File: config.mk
export PLATFORM = sky130hd
export DESIGN_NAME = mem_arbiter
export DESIGN_NICKNAME = d
export VERILOG_FILES = /design/src/rtl/mem_arbiter.sv
export SDC_FILE = /design/constraint.sdc
export NUM_CORES = 1
export LEC_CHECK = 0
export CORE_MARGIN = 2
export CORE_UTILIZATION = 46
export DETAILED_ROUTE_END_ITERATION = 12
export PLACE_DENSITY = 0.8
export SETUP_SLACK_MARGIN = 0.1
export SKIP_CTS_REPAIR_TIMING = 1
export SLEW_MARGIN = 0
export SYNTH_ARGS = -nofsm -noshare
export SYNTH_HDL_FRONTEND = slang
export SYNTH_SLANG_ARGS = --single-unit
File: constraint.sdc
create_clock -name clk -period 2.1 [get_ports clk]
set_clock_uncertainty 0.15 [all_clocks]
set_input_delay 0.315 -clock clk [delete_from_list [all_inputs] [get_ports clk]]
set_output_delay 0.315 -clock clk [all_outputs]
set_load 0.05 [all_outputs]
File: src/rtl/mem_arbiter.sv
// Two-port (fetch/data) arbiter onto a byte-wide single-port memory.
// Each 16-bit access runs as IDLE -> LO byte -> HI byte -> RESP (ack).
module mem_arbiter #(
  parameter int unsigned FIXED_PRIO = 0
) (
  input  logic        clk,
  input  logic        rst_n,
  input  logic        if_req,
  input  logic [15:0] if_addr,
  output logic        if_ack,
  output logic [15:0] if_rdata,
  input  logic        d_req,
  input  logic        d_we,
  input  logic [15:0] d_addr,
  input  logic [15:0] d_wdata,
  output logic        d_ack,
  output logic [15:0] d_rdata,
  output logic [15:0] m_addr,
  output logic [7:0]  m_wdata,
  output logic        m_we,
  input  logic [7:0]  m_rdata,
  output logic        busy
);

  typedef enum logic [1:0] {S_IDLE, S_LO, S_HI, S_RESP} state_t;

  state_t      state_q, state_d;
  logic        gnt_d_q, gnt_d_d;
  logic        last_d_q, last_d_d;
  logic [15:0] addr_q, addr_d;
  logic        we_q, we_d;
  logic [15:0] wdata_q, wdata_d;
  logic [7:0]  lo_q, lo_d;
  logic [15:0] if_rdata_q, if_rdata_d;
  logic [15:0] d_rdata_q, d_rdata_d;
  logic        pick_d;

  // On conflict the round-robin choice favours whoever was not granted last.
  always_comb begin
    if (if_req && d_req) begin
      pick_d = (FIXED_PRIO != 0) ? 1'b1 : ~last_d_q;
    end else begin
      pick_d = d_req;
    end
  end

  always_comb begin
    state_d    = state_q;
    gnt_d_d    = gnt_d_q;
    last_d_d   = last_d_q;
    addr_d     = addr_q;
    we_d       = we_q;
    wdata_d    = wdata_q;
    lo_d       = lo_q;
    if_rdata_d = if_rdata_q;
    d_rdata_d  = d_rdata_q;
    m_addr     = 16'h0000;
    m_wdata    = 8'h00;
    m_we       = 1'b0;
    if_ack     = 1'b0;
    d_ack      = 1'b0;
    case (state_q)
      S_IDLE: begin
        if (if_req || d_req) begin
          gnt_d_d  = pick_d;
          last_d_d = pick_d;
          addr_d   = pick_d ? d_addr : if_addr;
          we_d     = pick_d & d_we;
          wdata_d  = pick_d ? d_wdata : 16'h0000;
          state_d  = S_LO;
        end
      end
      S_LO: begin
        m_addr = addr_q;
        if (we_q) begin
          m_we    = 1'b1;
          m_wdata = wdata_q[7:0];
        end else begin
          lo_d = m_rdata;
        end
        state_d = S_HI;
      end
      S_HI: begin
        m_addr = addr_q + 16'd1;
        if (we_q) begin
          m_we    = 1'b1;
          m_wdata = wdata_q[15:8];
        end else if (gnt_d_q) begin
          d_rdata_d = {m_rdata, lo_q};
        end else begin
          if_rdata_d = {m_rdata, lo_q};
        end
        state_d = S_RESP;
      end
      S_RESP: begin
        if_ack  = ~gnt_d_q;
        d_ack   = gnt_d_q;
        state_d = S_IDLE;
      end
      default: state_d = S_IDLE;
    endcase
  end

  // last_d resets to 1 so fetch wins the first conflict.
  always_ff @(posedge clk or negedge rst_n) begin
    if (!rst_n) begin
      state_q    <= S_IDLE;
      gnt_d_q    <= 1'b0;
      last_d_q   <= 1'b1;
      addr_q     <= 16'h0000;
      we_q       <= 1'b0;
      wdata_q    <= 16'h0000;
      lo_q       <= 8'h00;
      if_rdata_q <= 16'h0000;
      d_rdata_q  <= 16'h0000;
    end else begin
      state_q    <= state_d;
      gnt_d_q    <= gnt_d_d;
      last_d_q   <= last_d_d;
      addr_q     <= addr_d;
      we_q       <= we_d;
      wdata_q    <= wdata_d;
      lo_q       <= lo_d;
      if_rdata_q <= if_rdata_d;
      d_rdata_q  <= d_rdata_d;
    end
  end

  assign busy     = (state_q != S_IDLE);
  assign if_rdata = if_rdata_q;
  assign d_rdata  = d_rdata_q;

endmodule

# [After elaboration in Yosys (flattened, before gate mapping)]
# Cells that the tools add are included.
[word_totals] elab_cells=40 inputBits=61 out_inout_bits=60 reg_bits=77
[classes] reduce_logical=9 eq_ne=4 mux=13 n_addsub=1 bitwise=4
[op_table] operator="$mux W16" n=2
[op_table] operator="$pmux W16 S2" n=1
[op_table] operator="$add A16 B1 Y16 const B" n=1
[op_table] operator="$mux W8" n=2
[op_table] operator="$pmux W8 S2" n=1
[op_table] operator="$pmux W2 S4" n=1
[op_table] operator="$reduce_and A3 Y1" n=2
[op_table] operator="$mux W1" n=5
[op_table] operator="$eq A2 B2 Y1 const B" n=2
[op_table] operator="$reduce_and A2 Y1" n=2
[op_table] operator="$not A1 Y1" n=3
[op_table] operator="$eq A2 B1 Y1 const B" n=1
[op_table] operator="$logic_not A2 Y1" n=1
[op_table] operator="$mux W2" n=1
[op_table] operator="$ne A2 B2 Y1 const B" n=1
[op_table] operator="$reduce_bool A2 Y1" n=1
[op_table] operator="$reduce_or A2 Y1" n=1
[op_table] operator="$and A1 B1 Y1" n=1
[op_table] operator="$logic_and A1 B1 Y1" n=1
[op_table] operator="$logic_or A1 B1 Y1" n=1

# [Longest topological paths before layout]
[logic_depth] word_depth=3 mapped_depth=7 mapped_depth_nobuf=6

# [Least setup slack after synthesis]
# No wires, ideal clock.
[synth_timing] kind="register -> output" start="register state_q[0]" end="output port m_addr[10]" path_buffers=1 path_slack_ps=-1157 arrival_time_ps=2792 stages_incl_launch_ff=6 required_ps=1635 cell_sequence="dfrtp_1 > inv_1 > ha_1 > nand2_1 > clkbuf_1 > o41ai_1"
[synth_between] elab_chain_cells=2 word_cells_on_any_way=3 cone_classes="2 x eq/ne; 1 x mux"
[synth_lines] item="start, declared" line="27" source="state_t state_q, state_d;"
[synth_lines] item="start signal, assigned" line="117" source="state_q <= state_d;"
[synth_lines] item="$eq A2 B2 Y1 / $eq A2 B1 Y1 (equally long branches)" line="62" source="case (state_q)"
[synth_lines] item="$pmux W16 S2 *" line="62"
[synth_lines] item="end, declared" line="18" source="output logic [15:0] m_addr,"
# Every way passes the cells marked *; elsewhere a longest branch is shown, timed or not.

# [Final worst setup path]
[layout_timing] start="register addr_q[1]" end="output port m_addr[6]"
[layout_between] elab_chain_cells=2
[layout_lines] item="start, declared" line="30" source="logic [15:0] addr_q, addr_d;"
[layout_lines] item="start signal, assigned" line="120" source="addr_q <= addr_d;"
[layout_lines] item="$add A16 B1 Y16" line="84" source="m_addr = addr_q + 16'd1;"
[layout_lines] item="$pmux W16 S2" line="62"
# No other way between the ends.

==> reports/results.tsv <==
metric	value	unit
Pre-antenna DRT Iters	5	
RSZ-0062 raised after global routing	yes	
#FFs+latches synth	77	
LEAKAGE	3.08	nW
leading area contributor after synthesis	dfrtp_1	
RD Place Congestion	0.899	
post-synth cell types	40	
final-report hold violation count	0	
register share of total power	0.235	
Core Region	7730	µm²
Setup TNS Final	-4.64	ns
placed insts	551	
DR vias/cell	5.61	
Synth top area share	0.518	
Antenna diodes	0	
clk buf depth	2	
cells after synthesis	318	
synthesized cell area	3670	µm²
CP Capture Type	primary output	
Int Power	6.37	mW
clock root buffer	clkbuf_8	
Post-synth EDFFs	0	
CP Max Fanout	4	
Max Slew Vio Count	0	
reg-to-reg slack, setup	0.06	ns
Starting Density	0.475	
Via Count	3242	
CTS Buf Count	9	
Routed WL	11700	µm
worst slack, placed	-0.0712	ns
Remaining Overflow, GRT	0	
Synth area leaders	dfrtp_1 (52%), mux2_2 (13%), mux2i_1 (4.4%), a22o_1 (4.3%), o21ai_0 (3.5%)	
CP required	1.63	ns
ys async rst share	1.00	
Yosys warnings	0	
DIE HEIGHT	93.3	µm
syn avg cell area	11.5	µm²
gr usage total	0.245	
Most used DFF post-synth	dfrtp_1	
Die X	93.3	µm
critical path class	reg2out	
DR iter-0 viols	127	
Tmin final	2.40	ns
startpoint types	flop	
DRC errors left	0	
P&R area growth vs syn	75.9	%
Fmax achieved	417	MHz
final setup margin	-0.297	ns
slew margin rel.	0.608	
Clock transition at path regs	0.09	ns
largest net degree at the start of global routing	45	
status	complete, but fails checks	
CTS HTree Levels	3	
number of global-route vias before repair	3336	
IO Port Bufs	120	
commonest cells in the netlist	dfrtp_1 (76), mux2_2 (41), nand2_1 (26), o21ai_0 (26), a22o_1 (18)	
clk_lat worst skew	0.35	ns
layout cells sized above 1	0.391	
CTS sink cnt	77	
CTS tree	built	
Comb power frac	0.655	
first-pass GRT wire length	16500	µm
FP Rows	32	
Least-Margin Pin Slew	0.588	ns
power share of the clock group	0.110	
register area share after synthesis	0.525	
final setup violation count	25	
NetSw	5.30	mW
Finished Layout Cells	578	
MaxCap Viol Count	0	
initial antenna violation count	0	
period utilization	1.14	
Avg WL per Cell	20.2	µm
nets	537	
Antenna Violating Nets Remaining	0	
syn nets	384	
DIE AREA	8710	µm²
hold crit path type	in2async	
CP Data Arrival Time	1.93	ns
pwr/cell area	1810	nW/µm²
Net Sw Frac	0.454	
VDD IR max	0.00123	V
IO Pins	121	
failing checks	negative setup slack	
count leader, synth	dfrtp_1	
post-DP HPWL	7360	µm
-- path summary, 6_finish.rpt --
| check | from | endpoint | cells past startpoint |
|---|---|---|---|
| worst max-delay path | addr_q[1] | m_addr[6] | 7 |
| worst min-delay path | rst_n | if_rdata[13] | 2 |
| worst max register to register | state_q[1] | d_rdata[1] | 8 |
| worst min register to register | if_rdata[3] | if_rdata[3] | 1 |
| max in group asynchronous | rst_n | addr_q[15] | 3 |
| min in group clk | if_rdata[3] | if_rdata[3] | 1 |
-- power by group through the flow --
stage | clock (mW) | combinational (mW) | sequential [mW]
after floorplan | 0 | 2.93 | 3.76
after global placement | 0 | 6.47 | 2.60
after detailed placement | 0 | 6.59 | 2.66
after CTS | 1.29 | 6.62 | 2.64
after global routing | 1.37 | 7.98 | 2.81
final | 1.28 | 7.64 | 2.74
-- cell usage in the layout (no fill, tap or decap), types with 3 or more instances in the layout --
cell type / count
ha_4: 3
buf_6: 4
buf_4: 32
inv_1: 3
nor2_4: 8
o21ai_1: 5
mux2_4: 32
a21oi_1: 4
dfrtp_1: 76
dlymetal6s2s_1: 32
clkbuf_16: 3
nand2_8: 3
clkdlybuf4s50_1: 59
o21ai_0: 17
xor2_1: 3
mux2_2: 9
o21ai_4: 4
nand3_1: 4
clkbuf_8: 9
nand4_1: 4
a22o_1: 18
buf_12: 31
mux2i_1: 16
a22oi_2: 10
nand2_1: 23
nor2b_2: 3
-- logic make-up (layout without fill, tap and decap cells) --
logic type / Yosys count / count (layout) / share of synthesized area
flops: 77 / 77 / 0.525
compound gates: 76 / 76 / 0.141
simple gates: 70 / 71 / 0.0988
mux: 57 / 57 / 0.169
buf+inv: 29 / 186 / 0.0389
fa+ha+maj: 5 / 5 / 0.0170
xor+xnor: 4 / 4 / 0.00955
-- state kept, by name, indices dropped and copies added (netlist names) --
signal,cells
addr_q,16
d_rdata,16
gnt_d_q,1
if_rdata,16
last_d_q,1
lo_q,8
state_q,2
wdata_q,16
we_q,1
-- area by class of cell --
cell class                 count  area [µm²]
clock buffer                   9         124
clock inverter                 7         105
sequential                    77        1930
tap                          102         128
fill                         411        1270
timing repair buffer         164        2010
multi-input combinational    213        2130
inverter                       6        26.3
-- per-stage QoR --
stage          instance area, µm²  hold WS [ns]  utilization  total power, mW
6_report                     6460         0.334        0.836             11.7
5_1_grt                      6460         0.383        0.836             12.2
3_3_place_gp                 5700         0.192        0.737             9.07
3_5_place_dp                 5700         0.201        0.737             9.24
2_1_floorplan                3930        -0.131            -             6.69
4_1_cts                      5930        -0.188        0.767             10.6
-- critical path, cell delays in order (launching register included) --
cell,delay (ns)
dfrtp_1,0.42
ha_1,0.21
buf_4,0.14
nand2_1,0.08
nor2_2,0.17
o21bai_1,0.12
a22o_1,0.26
buf_12,0.16
-- per-layer routing --
layer  track usage  vias up  part of all wire
li1              -     1461                 -
met1         0.292     1611              0.38
met2         0.408      150              0.52
met3        0.0927       20             0.085
met4        0.0809        0             0.016
met5             0        -                 0
Note: power is estimated with default switching activity, not from simulation.
